===== config.mk =====
export PLATFORM = sky130hd
export DESIGN_NAME = am_demod
export DESIGN_NICKNAME = d
export VERILOG_FILES = /design/src/rtl/am_demod.sv
export SDC_FILE = /design/constraint.sdc
export NUM_CORES = 1
export LEC_CHECK = 0
export CAP_MARGIN = 5
export CORE_ASPECT_RATIO = 1.4
export CORE_MARGIN = 1.5
export CORE_UTILIZATION = 50
export CTS_CLUSTER_DIAMETER = 60
export CTS_CLUSTER_SIZE = 8
export DETAILED_ROUTE_END_ITERATION = 10
export DONT_BUFFER_PORTS = 1
export PLACE_DENSITY = 0.67
export SETUP_SLACK_MARGIN = 0.15
export SYNTH_ARGS = -nofsm -noshare
export SYNTH_HDL_FRONTEND = slang
export SYNTH_SLANG_ARGS = --single-unit

===== constraint.sdc =====
create_clock -name clk -period 15.55 [get_ports clk]
set_clock_uncertainty 0.2 [all_clocks]
set_input_delay 2.3325 -clock clk [delete_from_list [all_inputs] [get_ports clk]]
set_output_delay 2.3325 -clock clk [all_outputs]
set_load 0.02 [all_outputs]

===== src/rtl/am_demod.sv =====
// am_demod: envelope-detecting AM demodulator with a windowed modulation-depth meter.
// Rectify -> envelope IIR -> DC-removal IIR -> x2 saturate; depth = (max-min)/(max+min) per window.
module am_demod #(
    parameter int unsigned ENV_SHIFT = 4,
    parameter int unsigned DC_SHIFT  = 12,
    parameter int unsigned WIN_LEN   = 4096
) (
    input  logic        clk,
    input  logic        rst_n,
    input  logic [15:0] sig_in,
    input  logic        in_valid,
    output logic [15:0] sig_out,
    output logic        out_valid,
    output logic [3:0]  ma_out,
    output logic        ma_valid
);
    localparam int unsigned EW  = 15 + ENV_SHIFT;
    localparam int unsigned ESW = EW + 1;
    localparam int unsigned DW  = 15 + DC_SHIFT;
    localparam int unsigned DSW = DW + 1;
    localparam int unsigned CW  = $clog2(WIN_LEN);
    localparam logic signed [17:0] SAT_HI = 18'sd32767;
    localparam logic signed [17:0] SAT_LO = -18'sd32768;

    typedef enum logic [1:0] {IDLE, LOAD, DIV, DONE} state_t;

    // Stage 1 combinational: offset binary to two's complement, then magnitude
    logic [15:0] s;
    logic [14:0] rect;
    assign s    = {~sig_in[15], sig_in[14:0]};
    assign rect = s[15] ? ((s == 16'h8000) ? 15'h7FFF : 15'(-s)) : s[14:0];

    logic [14:0]   rect_q;
    logic          v1, v2, v3;
    logic [EW-1:0] env_acc;
    logic [14:0]   env;
    logic [DW-1:0] dc_acc;
    logic [14:0]   env_d;
    logic [14:0]   trk_max, trk_min;
    logic [CW-1:0] win_cnt;

    logic [ESW-1:0] env_sum;
    logic [14:0]    env_new;
    logic [DSW-1:0] dc_sum;
    logic [14:0]    dc;
    logic [17:0]    diff;
    logic signed [17:0] d2;
    logic [15:0]    d_sat;
    logic           latch;
    logic [14:0]    win_max, win_min;

    assign env_sum = ESW'(env_acc) + ESW'(rect_q) - ESW'(env_acc >> ENV_SHIFT);
    assign env_new = 15'(env_sum >> ENV_SHIFT);
    assign dc_sum  = DSW'(dc_acc) + DSW'(env) - DSW'(dc_acc >> DC_SHIFT);
    assign dc      = 15'(dc_acc >> DC_SHIFT);
    assign diff    = ({3'b000, env_d} - {3'b000, dc}) << 1;
    assign d2      = signed'(diff);
    assign d_sat   = (d2 > SAT_HI) ? 16'h7FFF : (d2 < SAT_LO) ? 16'h8000 : d2[15:0];

    // Window extremes include the sample that closes the window
    assign win_max = (env_new > trk_max) ? env_new : trk_max;
    assign win_min = (env_new < trk_min) ? env_new : trk_min;
    assign latch   = v1 && (win_cnt == CW'(WIN_LEN - 1));

    always_ff @(posedge clk) begin
        if (!rst_n) begin
            rect_q    <= '0;
            v1        <= 1'b0;
            v2        <= 1'b0;
            v3        <= 1'b0;
            env_acc   <= '0;
            env       <= '0;
            dc_acc    <= '0;
            env_d     <= '0;
            trk_max   <= '0;
            trk_min   <= 15'h7FFF;
            win_cnt   <= '0;
            sig_out   <= 16'h8000;
            out_valid <= 1'b0;
        end else begin
            v1        <= in_valid;
            v2        <= v1;
            v3        <= v2;
            out_valid <= v3;
            if (in_valid) rect_q <= rect;
            if (v1) begin
                env_acc <= EW'(env_sum);
                env     <= env_new;
                win_cnt <= win_cnt + 1'b1;
                if (latch) begin
                    trk_max <= '0;
                    trk_min <= 15'h7FFF;
                end else begin
                    trk_max <= win_max;
                    trk_min <= win_min;
                end
            end
            if (v2) begin
                dc_acc <= DW'(dc_sum);
                env_d  <= env;
            end
            if (v3) sig_out <= {~d_sat[15], d_sat[14:0]};
        end
    end

    // Depth divider: q = floor((20*(max-min) + (max+min)) / (2*(max+min)))
    state_t      state;
    logic [14:0] lat_max, lat_min;
    logic [20:0] num;
    logic [16:0] den;
    logic [16:0] rem;
    logic [20:0] q;
    logic [4:0]  it_cnt;
    logic [15:0] sum;
    logic [14:0] dif;
    logic [17:0] rem_sh;
    logic        ge;
    logic        busy;

    assign sum    = {1'b0, lat_max} + {1'b0, lat_min};
    assign dif    = lat_max - lat_min;
    assign rem_sh = {rem, num[20]};
    assign ge     = rem_sh >= {1'b0, den};
    assign busy   = state != IDLE;

    always_ff @(posedge clk) begin
        if (!rst_n) begin
            state    <= IDLE;
            lat_max  <= '0;
            lat_min  <= '0;
            num      <= '0;
            den      <= '0;
            rem      <= '0;
            q        <= '0;
            it_cnt   <= '0;
            ma_out   <= '0;
            ma_valid <= 1'b0;
        end else begin
            ma_valid <= 1'b0;
            case (state)
                IDLE: if (latch) begin
                    lat_max <= win_max;
                    lat_min <= win_min;
                    state   <= LOAD;
                end
                LOAD: begin
                    num    <= 21'(dif) * 21'd20 + 21'(sum);
                    den    <= {sum, 1'b0};
                    rem    <= '0;
                    q      <= '0;
                    it_cnt <= '0;
                    state  <= (sum == 16'd0) ? DONE : DIV;
                end
                DIV: begin
                    rem    <= ge ? 17'(rem_sh - {1'b0, den}) : rem_sh[16:0];
                    q      <= {q[19:0], ge};
                    num    <= {num[19:0], 1'b0};
                    it_cnt <= it_cnt + 1'b1;
                    if (it_cnt == 5'd20) state <= DONE;
                end
                DONE: begin
                    ma_out   <= (q > 21'd10) ? 4'd10 : q[3:0];
                    ma_valid <= 1'b1;
                    state    <= IDLE;
                end
                default: state <= IDLE;
            endcase
        end
    end
endmodule


==> metrics.txt <==
# TYPE chip_impl_metric gauge
chip_impl_metric{name="gp_routability_congestion",unit=""} 0.897
chip_impl_metric{name="syn_area_per_cell",unit="µm²"} 8.10
chip_impl_metric{name="num_rows",unit=""} 81
chip_impl_metric{name="synth.lib_cells_used.distinct",unit=""} 71
chip_impl_metric{name="number_of_enable_flip_flop_cells_after_synthesis",unit=""} 0
chip_impl_metric{name="die_y",unit="µm"} 225
chip_impl_metric{name="synthesis.yosys.warnings",unit=""} 0
chip_impl_info{name="status",value="finished clean"} 1
chip_impl_metric{name="cts.htree.levels",unit=""} 2
chip_impl_info{name="critical_path.top_delay_family",value="compound AO/OA/AOI/OAI gates"} 1
chip_impl_metric{name="detailedPlacementHpwl",unit="mm"} 32.0
chip_impl_metric{name="fmax",unit="MHz"} 158
chip_impl_metric{name="critical-path-max-stage-delay",unit="ns"} 0.89
chip_impl_info{name="clock_tree_from_tritoncts",value="yes"} 1
chip_impl_info{name="cts-root-buf",value="sky130_fd_sc_hd__clkbuf_16"} 1
chip_impl_metric{name="ctsLongestPathBuffers",unit=""} 3
chip_impl_metric{name="via_count",unit=""} 14600
chip_impl_metric{name="groute.usage.overall",unit="%"} 23.8
chip_impl_metric{name="synth.yosys.seq_area_share",unit="%"} 29.0
chip_impl_metric{name="finalCoreUtilization",unit="%"} 54.7
chip_impl_info{name="hp-class",value="flip-flop to flip-flop"} 1
chip_impl_metric{name="clk_transition_reported_paths",unit="ns"} 0.05
chip_impl_metric{name="avgRoutedWirePerCell",unit="µm"} 16.5
chip_impl_metric{name="syn_area",unit="µm²"} 17600
chip_impl_metric{name="cts_inserted_buffers",unit=""} 39
chip_impl_metric{name="initial_antenna_violation_count",unit=""} 0
chip_impl_metric{name="first_global_vias",unit=""} 14500
chip_impl_metric{name="insertedDiodeCount",unit=""} 0
chip_impl_metric{name="fin_crit",unit="ns"} 6.33
chip_impl_metric{name="nNetsFinal",unit=""} 2369
chip_impl_metric{name="worst-slew-pin-transition",unit="ns"} 1.15
chip_impl_metric{name="drt-total-wl",unit="mm"} 42.9
chip_impl_metric{name="grt_start_max_net_pins",unit=""} 79
chip_impl_metric{name="cp_data_arrival_time",unit="ns"} 6.58
chip_impl_metric{name="critPathRequiredTime",unit="ns"} 15.80
chip_impl_metric{name="antenna_violating_nets_post_route",unit=""} 0
chip_impl_metric{name="grt_pass1_wl",unit="mm"} 70.5
chip_impl_info{name="crit_path_cell_trace",value="inv_1 -> fa_1 -> inv_1 -> ha_1 -> a21oi_1 -> nor2_1 -> o41ai_1 -> a21boi_0 -> a31o_2 -> a311oi_1 -> a21oi_1 -> xor2_1 -> ha_1 -> nand4_1 -> o41ai_1 -> nor2_2 -> o21ai_1 -> a22oi_1 -> nor2_1"} 1
chip_impl_info{name="dominantRegCellSynth",value="sky130_fd_sc_hd__dfxtp_1"} 1
chip_impl_metric{name="drc",unit=""} 0
chip_impl_info{name="yosysTopAreaCell",value="sky130_fd_sc_hd__dfxtp_1"} 1
chip_impl_metric{name="worst_slew_margin_rel",unit="%"} 23.1
chip_impl_metric{name="fin_setup_tns",unit="ns"} 0
chip_impl_metric{name="setup_viol",unit=""} 0
chip_impl_metric{name="postSynthRegisterBits",unit=""} 255
chip_impl_info{name="timing.setup.critical_path_class",value="flip-flop to flip-flop"} 1
chip_impl_metric{name="worst-path-buf-inv",unit=""} 2
chip_impl_metric{name="drt_iter0_drc",unit=""} 750
chip_impl_metric{name="synth_fp_nets",unit=""} 2406
chip_impl_metric{name="via_per_inst",unit=""} 5.63
chip_impl_metric{name="postCtsSetupRepairBufs",unit=""} 0
chip_impl_metric{name="proportion_of_layout_cells_with_a_drive_suffix_above_1",unit="%"} 4.06
chip_impl_info{name="synth.area.top_cells",value="sky130_fd_sc_hd__dfxtp_1 29%, sky130_fd_sc_hd__ha_1 13%, sky130_fd_sc_hd__inv_1 5.4%"} 1
chip_impl_metric{name="timing.final.crit_share",unit="%"} 40.7
chip_impl_metric{name="numPortBuffers",unit=""} 0
chip_impl_metric{name="number_of_cells_upsized_or_downsized_after_cts",unit=""} 0
chip_impl_info{name="yosysMostFrequentCell",value="sky130_fd_sc_hd__dfxtp_1"} 1
chip_impl_metric{name="global_route.overflow_total",unit=""} 0
chip_impl_metric{name="synthToLayoutAreaGrowth",unit="%"} 8.13
chip_impl_metric{name="yosys.area.top_type_share",unit="%"} 29.0
chip_impl_metric{name="floorplan.die.width",unit="µm"} 162
chip_impl_metric{name="drt_pass1_iterations",unit=""} 5
chip_impl_metric{name="timing_hold_violations_final",unit=""} 0
chip_impl_metric{name="finalMaxSlewViolations",unit=""} 0
chip_impl_info{name="worst_path_max_delay_cell",value="sky130_fd_sc_hd__o21ai_1"} 1
chip_impl_metric{name="max-cap-violations",unit=""} 0
chip_impl_info{name="grt_setup_unrepaired",value="false"} 1
chip_impl_metric{name="worstPathMaxFanout",unit=""} 14
chip_impl_metric{name="initial_utilization",unit="%"} 50.6
chip_impl_metric{name="later_pin_clock_latency_in_the_skew_report",unit="ns"} 0.53
chip_impl_info{name="leading_cell_types_by_count_after_synthesis",value="255 x sky130_fd_sc_hd__dfxtp_1, 252 x sky130_fd_sc_hd__inv_1, 231 x sky130_fd_sc_hd__nor2_1"} 1
chip_impl_metric{name="floorplan.core_area",unit="µm²"} 34800
chip_impl_info{name="worst_setup_path_start_kind",value="flip-flop"} 1
chip_impl_metric{name="clock-sinks",unit=""} 255
chip_impl_metric{name="synthArstFlopShare",unit="%"} 0
chip_impl_metric{name="cell_count_after_synthesis",unit=""} 2171
chip_impl_info{name="critPathCaptureType",value="flip-flop"} 1
chip_impl_metric{name="cts_hold_buf",unit=""} 0
chip_impl_metric{name="floorplan.io_pins",unit=""} 41
chip_impl_metric{name="dieArea",unit="µm²"} 36300
## metal layers
| metal | vias to the layer above | GRT usage, % | wire length (µm) |
|---|---|---|---|
| met4 | 0 | 13.1 | 2290 |
| met5 | - | 0 | 0 |
| met1 | 6859 | 25.1 | 17000 |
| li1 | 7393 | - | - |
| met3 | 106 | 2.94 | 1360 |
| met2 | 256 | 45.3 | 22300 |
## worst min-delay path, delay by kind of cell (launching register included)
| family | cells | cell delay [ns] |
|---|---|---|
| flip-flops | 1 | 0.31 |
| AND/OR/NAND/NOR | 1 | 0.06 |
| AO/OA/AOI/OAI | 1 | 0.05 |
## metrics by stage
stage,instance area (µm²),hold slack (ns),cells,setup WS [ns]
4_1_cts,19000,0.266,2597,9.23
3_5_place_dp,17900,0.250,2549,9.24
3_3_place_gp,17900,0.243,2549,9.40
5_1_grt,19000,0.288,2597,8.70
6_report,19000,0.266,2597,9.22
2_1_floorplan,17600,0.226,2171,10.30
## area by class of cell
cell class	count	area (µm²)
clock buffers	43	1020
clock inverters	5	68.8
fillers	3233	15700
inverters	252	948
multi-input cells	1575	11200
flip-flops and latches	255	5110
well taps	456	571
repair buffers	11	82.6
## logic make-up after synthesis
group | Yosys count | synth area share (%)
adders and majority gates | 219 | 17.1
buffers and inverters | 341 | 7.32
AOI/OAI and AO/OA | 544 | 19.4
DFF | 255 | 29.0
and+or+nand+nor | 591 | 15.5
xor gates and xnor gates | 128 | 6.37
muxes | 93 | 5.31
## registers in the layout, summed over array words and instances (netlist names)
register	flops
env_acc	19
win_cnt	12
out_valid	1
lat_min	15
trk_min	15
den	16
ma_out	4
state	2
trk_max	15
v2	1
env_d	15
sig_out	16
v1	1
it_cnt	5
ma_valid	1
q	21
rect_q	15
lat_max	15
rem	17
num	21
v3	1
dc_acc	27
## cells in the final DEF (no fill, tap or decap), drive strengths merged, types with 5 or more instances in the layout
| cell | synthesis | routed |
|---|---|---|
| xnor2 | 88 | 88 |
| a22oi | 25 | 25 |
| nor2b | 22 | 22 |
| nor4 | 11 | 11 |
| o21ai | 116 | 116 |
| o211ai | 13 | 13 |
| nor3b | 8 | 8 |
| and3 | 15 | 15 |
| a211o | 5 | 5 |
| clkbuf | 74 | 43 |
| and2 | 9 | 9 |
| o21bai | 19 | 19 |
| a31oi | 14 | 14 |
| ha | 180 | 180 |
| nand2b | 24 | 24 |
| o31ai | 15 | 15 |
| a211oi | 42 | 42 |
| dfxtp | 255 | 255 |
| a311oi | 6 | 6 |
| nand2 | 143 | 143 |
| buf | 15 | 11 |
| nand4 | 19 | 19 |
| nor3 | 25 | 25 |
| o22ai | 21 | 21 |
| o41ai | 5 | 5 |
| a21o | 36 | 36 |
| nor2 | 232 | 232 |
| or3 | 12 | 12 |
| a21oi | 180 | 180 |
| xor2 | 40 | 40 |
| or4 | 5 | 5 |
| fa | 36 | 36 |
| nand3 | 50 | 50 |
| o21a | 14 | 14 |
| mux2i | 90 | 90 |
| inv | 252 | 253 |
| a21boi | 6 | 6 |
## final timing paths
check                           startpoint         end  slack, ns  cells after the start
worst min register to register       q[20]       q[20]       0.27                      2
worst max-delay path             rect_q[1]  trk_max[6]       9.22                     19
worst max register to register   rect_q[1]  trk_max[6]       9.22                     19
worst min-delay path                 q[20]       q[20]       0.27                      2
Power is not shown: default switching activity piles up to over one toggle a cycle in this logic, so the estimate is an artifact.
